===== src/rtl/instr_fetch_unit.sv =====
// Fetch stage: owns the PC, drives the instruction ROM address and
// buffers fetched {pc, instr} pairs in a prefetch FIFO for decode.
module instr_fetch_unit #(
  parameter logic [31:0] RESET_PC = 32'h0000_0000,
  parameter int          DEPTH    = 2
) (
  input  logic                       clk,
  input  logic                       reset,
  output logic [31:0]                imem_addr,
  input  logic [31:0]                imem_data,
  output logic                       out_valid,
  input  logic                       out_ready,
  output logic [31:0]                out_pc,
  output logic [31:0]                out_instr,
  input  logic                       redirect_valid,
  input  logic [31:0]                redirect_pc,
  output logic [$clog2(DEPTH):0]     fifo_count
);

  localparam int AW = $clog2(DEPTH);
  localparam int CW = AW + 1;
  localparam logic [CW-1:0] FULL = CW'(DEPTH);
  localparam logic [AW-1:0] PTR_ONE = AW'(1);
  localparam logic [CW-1:0] CNT_ONE = CW'(1);

  typedef struct packed {
    logic [31:0] pc;
    logic [31:0] instr;
  } fetch_ent_t;

  fetch_ent_t        mem [DEPTH];
  fetch_ent_t        head;
  logic [31:0]       fetch_pc;
  logic [AW-1:0]     rd_ptr;
  logic [AW-1:0]     wr_ptr;
  logic [CW-1:0]     count;
  logic              pop;
  logic              push;

  assign imem_addr  = fetch_pc;
  assign fifo_count = count;
  assign out_valid  = (count != '0);

  // A redirect suppresses the pop so the head is never consumed on a flush.
  assign pop  = out_valid & out_ready & ~redirect_valid;
  assign push = ~redirect_valid & ((count < FULL) | pop);

  assign head      = mem[rd_ptr];
  assign out_pc    = out_valid ? head.pc    : 32'h0;
  assign out_instr = out_valid ? head.instr : 32'h0;

  // Storage carries no reset; outputs are masked while the FIFO is empty.
  always_ff @(posedge clk) begin
    if (push) begin
      mem[wr_ptr] <= '{pc: fetch_pc, instr: imem_data};
    end
  end

  always_ff @(posedge clk or posedge reset) begin
    if (reset) begin
      fetch_pc <= RESET_PC;
      rd_ptr   <= '0;
      wr_ptr   <= '0;
      count    <= '0;
    end else if (redirect_valid) begin
      fetch_pc <= {redirect_pc[31:2], 2'b00};
      rd_ptr   <= '0;
      wr_ptr   <= '0;
      count    <= '0;
    end else begin
      if (push) begin
        fetch_pc <= fetch_pc + 32'd4;
        wr_ptr   <= wr_ptr + PTR_ONE;
      end
      if (pop) begin
        rd_ptr <= rd_ptr + PTR_ONE;
      end
      unique case ({push, pop})
        2'b10:   count <= count + CNT_ONE;
        2'b01:   count <= count - CNT_ONE;
        default: count <= count;
      endcase
    end
  end

endmodule


===== config.mk =====
export PLATFORM = sky130hd
export DESIGN_NAME = instr_fetch_unit
export DESIGN_NICKNAME = d
export VERILOG_FILES = /design/src/rtl/instr_fetch_unit.sv
export SDC_FILE = /design/constraint.sdc
export NUM_CORES = 1
export LEC_CHECK = 0
export BUFFER_PORTS_ARGS = -buffer_cell sky130_fd_sc_hd__buf_2
export CAP_MARGIN = 40
export CORE_ASPECT_RATIO = 0.8
export CORE_MARGIN = 2
export CORE_UTILIZATION = 35
export DETAILED_ROUTE_END_ITERATION = 8
export PLACE_DENSITY = 0.65
export SYNTH_ARGS = -nofsm -noshare
export SYNTH_HDL_FRONTEND = slang
export SYNTH_SLANG_ARGS = --single-unit
export TNS_END_PERCENT = 10

===== constraint.sdc =====
create_clock -name clk -period 10.95 [get_ports clk]
set_input_delay 3.285 -clock clk [delete_from_list [all_inputs] [get_ports clk]]
set_output_delay 3.285 -clock clk [all_outputs]
set_load 0.01 [all_outputs]

# Word level (Yosys, flattened, before mapping)
# Memory sizes are Yosys's and may differ from the RTL's.
# Cells that the tools add are included.
# Widths: inputs -> output; s select.
# classes
addsub	5
n_lt_le_gt_ge	1
eq_ne	2
n_mux	12
bitwise_logic	5
reduce_logical	4
# ops
op	n
$mux 32	4
$add 32x3->32 const B	1
$mux 1	6
$reduce_bool 2->1	3
$pmux 2 s2	1
$and 1x1->1	3
$reduce_bool 3->1	1
$add 1x1->1 const B	2
$add 2x1->2 const B	1
$eq 2x1->1 const B	1
$eq 2x2->1 const B	1
$lt 2x2->1 const B	1
$mux 2	1
$sub 2x1->2 const B	1
$not 1->1	1
$or 1x1->1	1
# word_totals
register_bits	36
mem_bits_rw	128
inputBits	68
output_inout_bits	99
memories	1
# memory_table
name	words	width	read_ports	rd_clocked_by_memory_dff	write_ports	line	text
mem	2	64	1	0	1	31	fetch_ent_t mem [DEPTH];

# Depth between registers and ports, before layout
# depth
depth_word	8
depth_mapped	7

# Worst setup path before layout
# Ideal clock, no wire load.
# synth_timing
path_kind	input port to flip-flop
start	in redirect_valid
end	mem mem[0][0] (netlist name) (enable)
t_arrival_ns	6.170
slack_ns	4.298
stages	3
path_buffers	1
path_cell_list	buf_6 -> nand2b_1 -> nor2_1
# synth_via
elab_chain_len	6
# synth_rtl
item	line	text
from (decl)	15	input logic redirect_valid,
$not 1->1 (*)	45, 46	
$and 1x1->1	45	assign pop = out_valid & out_ready & ~redirect_valid;
$or 1x1->1	46	assign push = ~redirect_valid & ((count < FULL) | pop);
$and 1x1->1 (*)	46	
$mux 1 (*)	54	if (push) begin
$mux 1 (implied by the code) (*)	55	mem[wr_ptr] <= '{pc: fetch_pc, instr: imem_data};
to (decl)	31	
# Mark *: on every way between the ends. The rest lies on a longest branch, timed or not.

# Worst setup path after layout
# layout_timing
start	reg rd_ptr
end	out out_pc[30]
# layout_via
elab_chain_len	2
# layout_rtl
item	line	text
from (decl)	34	logic [AW-1:0] rd_ptr;
from (signal assigned)	76	rd_ptr <= rd_ptr + PTR_ONE;
$mem_v2 2x64	--	
$mux 32	49	assign out_pc = out_valid ? head.pc : 32'h0;
to (decl)	13	output logic [31:0] out_pc,
# Every way passes these cells.

==> results.txt <==
Status -> finished clean
Worst r2r dst -> mem[0][57]$_DFFE_PP_
Post-cts resize count -> 0
Most frequent cells in the layout -> buf_2, edfxtp_1, nor2_1
R2R setup slack -> 8.28 ns
Syn Area/Cell -> 13.8 um^2
Placer Congestion -> 0.809
Largest net degree at the start of global routing -> 65
Tot Pwr -> 1.50 mW
Post-DR wirelength/cell -> 16.8 um
Normalized max-slew margin -> 0.391
Endpoints failing hold -> 0
DRT iter0 DRCs -> 194
Flops & latches, synth -> 158
Synth top area share -> 0.563
Area leader, netlist -> edfxtp_1
CP peak stage delay -> 0.81 ns
Hold path start -> imem_addr[31]$_DFFE_PP0P_
Total of max-cap violations -> 0
Hold Worst Slack -> 0.534 ns
Final count of negative-setup-slack endpoints -> 0
RSZ-0062 raised after global routing -> no
Initial antenna violation count -> 1
Antenna diodes -> 0
Num ports -> 167
# DRC -> 0
Gr usage total -> 0.152
Setup CP Type -> reg -> out
Die Ht -> 127 um
Critical path launch point type -> flip-flop
Core ar. -> 18300 um^2
Vias in the first global route -> 4192
Hold crit path type -> reg -> reg
Share of cells above drive strength 1 -> 0.322
Worst Tran Pin Value -> 0.911 ns
Hold endpoint -> mem[1][63]$_DFFE_PP_
Post-CTS setup buffer count -> 0
Final min period -> 5.64 ns
Synth-to-layout area growth -> 24.0%
TritonCTS clock tree -> done
Initial DRT Pass Iterations -> 4
Row cnt -> 44
Mapped cell area -> 6620 um^2
Area of the multi-input gates -> 1880 um^2
First-pass GRT wire length -> 22500 um
Worst hold path depth -> 0
Top post-synthesis cells by area -> edfxtp_1, dfrtp_1, mux2i_1
Worst-case clock buffer depth -> 2
Peak VDD IR -> 0.0000919 V
Max stage delay cell, worst path -> dfrtp_4
Yosys cell types -> 39
Worst Skew -> 0.00748 ns
Port buffer count -> 160
Die Span X -> 158 um
Via Count -> 4299
Power Dens Cells -> 182 nW/um^2
WP data required -> 7.67 ns
ANT nets after route -> 0
P_leak -> 3.28 nW
Fin. max-slew vios -> 0
Full die area -> 20000 um^2
Crit end category -> primary output
Root Driver -> clkbuf_16
CTS sink count -> 158
Fin crit share -> 0.515
Seq. cell area -> 4580 um^2
H-tree Lvls -> 4
Setup tns final -> 0 ns
Final Net Count -> 707
Num CTS Buffers -> 17
Cells after Synth -> 479
WL final -> 15200 um
Seq/Total Area, Yosys -> 0.691
Clock latency at the later pin of the worst-skew pair -> 0.42 ns
Worst reg2reg path startpoint -> fifo_count[1]$_DFFE_PP0P_
F_max -> 177 MHz
Final HPWL DP -> 9850 um
Clock-pin slew on the worst setup and hold paths -> 0.06 ns
Critical path peak fanout -> 32
Hold buffer count at CTS -> 0
Cells on worst reg2reg path -> 4
Total gr overflow -> 0
Most common cell after layout, fill and taps aside -> buf_2
Fillers -> 1696
Via-to-Cell Ratio -> 4.76
Crit-path cells -> buf_4, mux2i_1, nor2_1, buf_2
Ys Warns -> 0
Worst EP arrival -> 2.36 ns
Initial Utilization -> 0.361
## sequential cells by signal, summed over array words and instances (netlist names)
register,count
wr_ptr,1
mem,124
imem_addr,30
fifo_count,2
rd_ptr,1
## routing by layer
layer / share of wire / global-route usage / routed length, um / vias up
met2: 0.46 / 0.241 / 7040 / 147
met1: 0.45 / 0.201 / 6860 / 2111
met4: 0.013 / 0.0503 / 192 / 2
li1: - / - / - / 2024
met5: 0.00073 / 0 / 11 / -
met3: 0.070 / 0.0438 / 1060 / 15
## critical path, delay by kind of cell (launching register included)
kind	cells	cell delay (ns)
DFF	1	0.81
buffers and inverters	2	0.76
muxes	1	0.27
and+or+nand+nor	1	0.06
## where the power goes
part	switching (mW)	internal, mW	total, mW
clock network	0.248	0.317	0.565
logic	0.113	0.0773	0.190
registers	0.0385	0.702	0.741
## worst max path at each step
stage / startpoint / to / slack, ns / cells past startpoint
after floorplan: redirect_valid / mem[0][0]$_DFFE_PP_ / 4.30 / 3
after global placement: redirect_valid / mem[0][60]$_DFFE_PP_ / 5.23 / 5
after detailed placement: redirect_valid / mem[0][59]$_DFFE_PP_ / 5.14 / 5
after CTS: rd_ptr$_DFFE_PP0P_ / out_pc[30] / 5.22 / 4
after global routing: fifo_count[1]$_DFFE_PP0P_ / out_pc[31] / 5.13 / 4
final: rd_ptr$_DFFE_PP0P_ / out_pc[30] / 5.31 / 4
## cells in the mapped netlist
master and count:
a41o_1 1, o31a_1 1, nand4_1 15, nor3_1 2
a21oi_2 1, buf_6 3, and4_2 1, nor2_1 73
nand2b_4 1, a211oi_1 2, a211oi_4 1, buf_4 4
and2_1 1, a21oi_1 2, xor2_1 23, mux2_2 1
and3_2 1, conb_1 1, nand2_1 42, nor2b_1 1
nor4_4 1, clkbuf_8 1, nand2b_1 1, and3_1 6
o21ai_1 10, and4_1 2, ha_1 1, edfxtp_1 124
inv_1 6, nand3_1 6, clkbuf_1 11, mux2i_1 64
xnor2_1 6, o21ai_0 17, nand3_2 1, buf_2 9
dfrtp_1 34, nand4_2 1, clkdlybuf4s50_2 1
## cells by family after synthesis
family / Yosys count / share of synthesized area
buffers and inverters: 35 / 0.0299
xor gates and xnor gates: 29 / 0.0384
muxes: 65 / 0.0985
DFF: 158 / 0.691
AOI/OAI and AO/OA: 35 / 0.0314
and+or+nand+nor: 155 / 0.108
other: 1 / 0.000567
adders and majority gates: 1 / 0.00189
## stage by stage
stage	worst slack, ns	cells	cell area, um^2	util
floorplan	4.30	482	6630	-
global placement	5.23	872	7640	0.417
detailed placement	5.14	872	7640	0.417
CTS	5.22	903	8200	0.447
global route	5.13	903	8200	0.447
finish	5.31	903	8200	0.447
## layout make-up
cell class,instances,area share
flip-flops and latches,158,0.558
multi-input cells,289,0.229
repair buffers,166,0.103
clock buffers,17,0.0519
well taps,253,0.0386
clock inverters,14,0.0165
inverters,6,0.00275
Power figures use the tool's default switching activity.
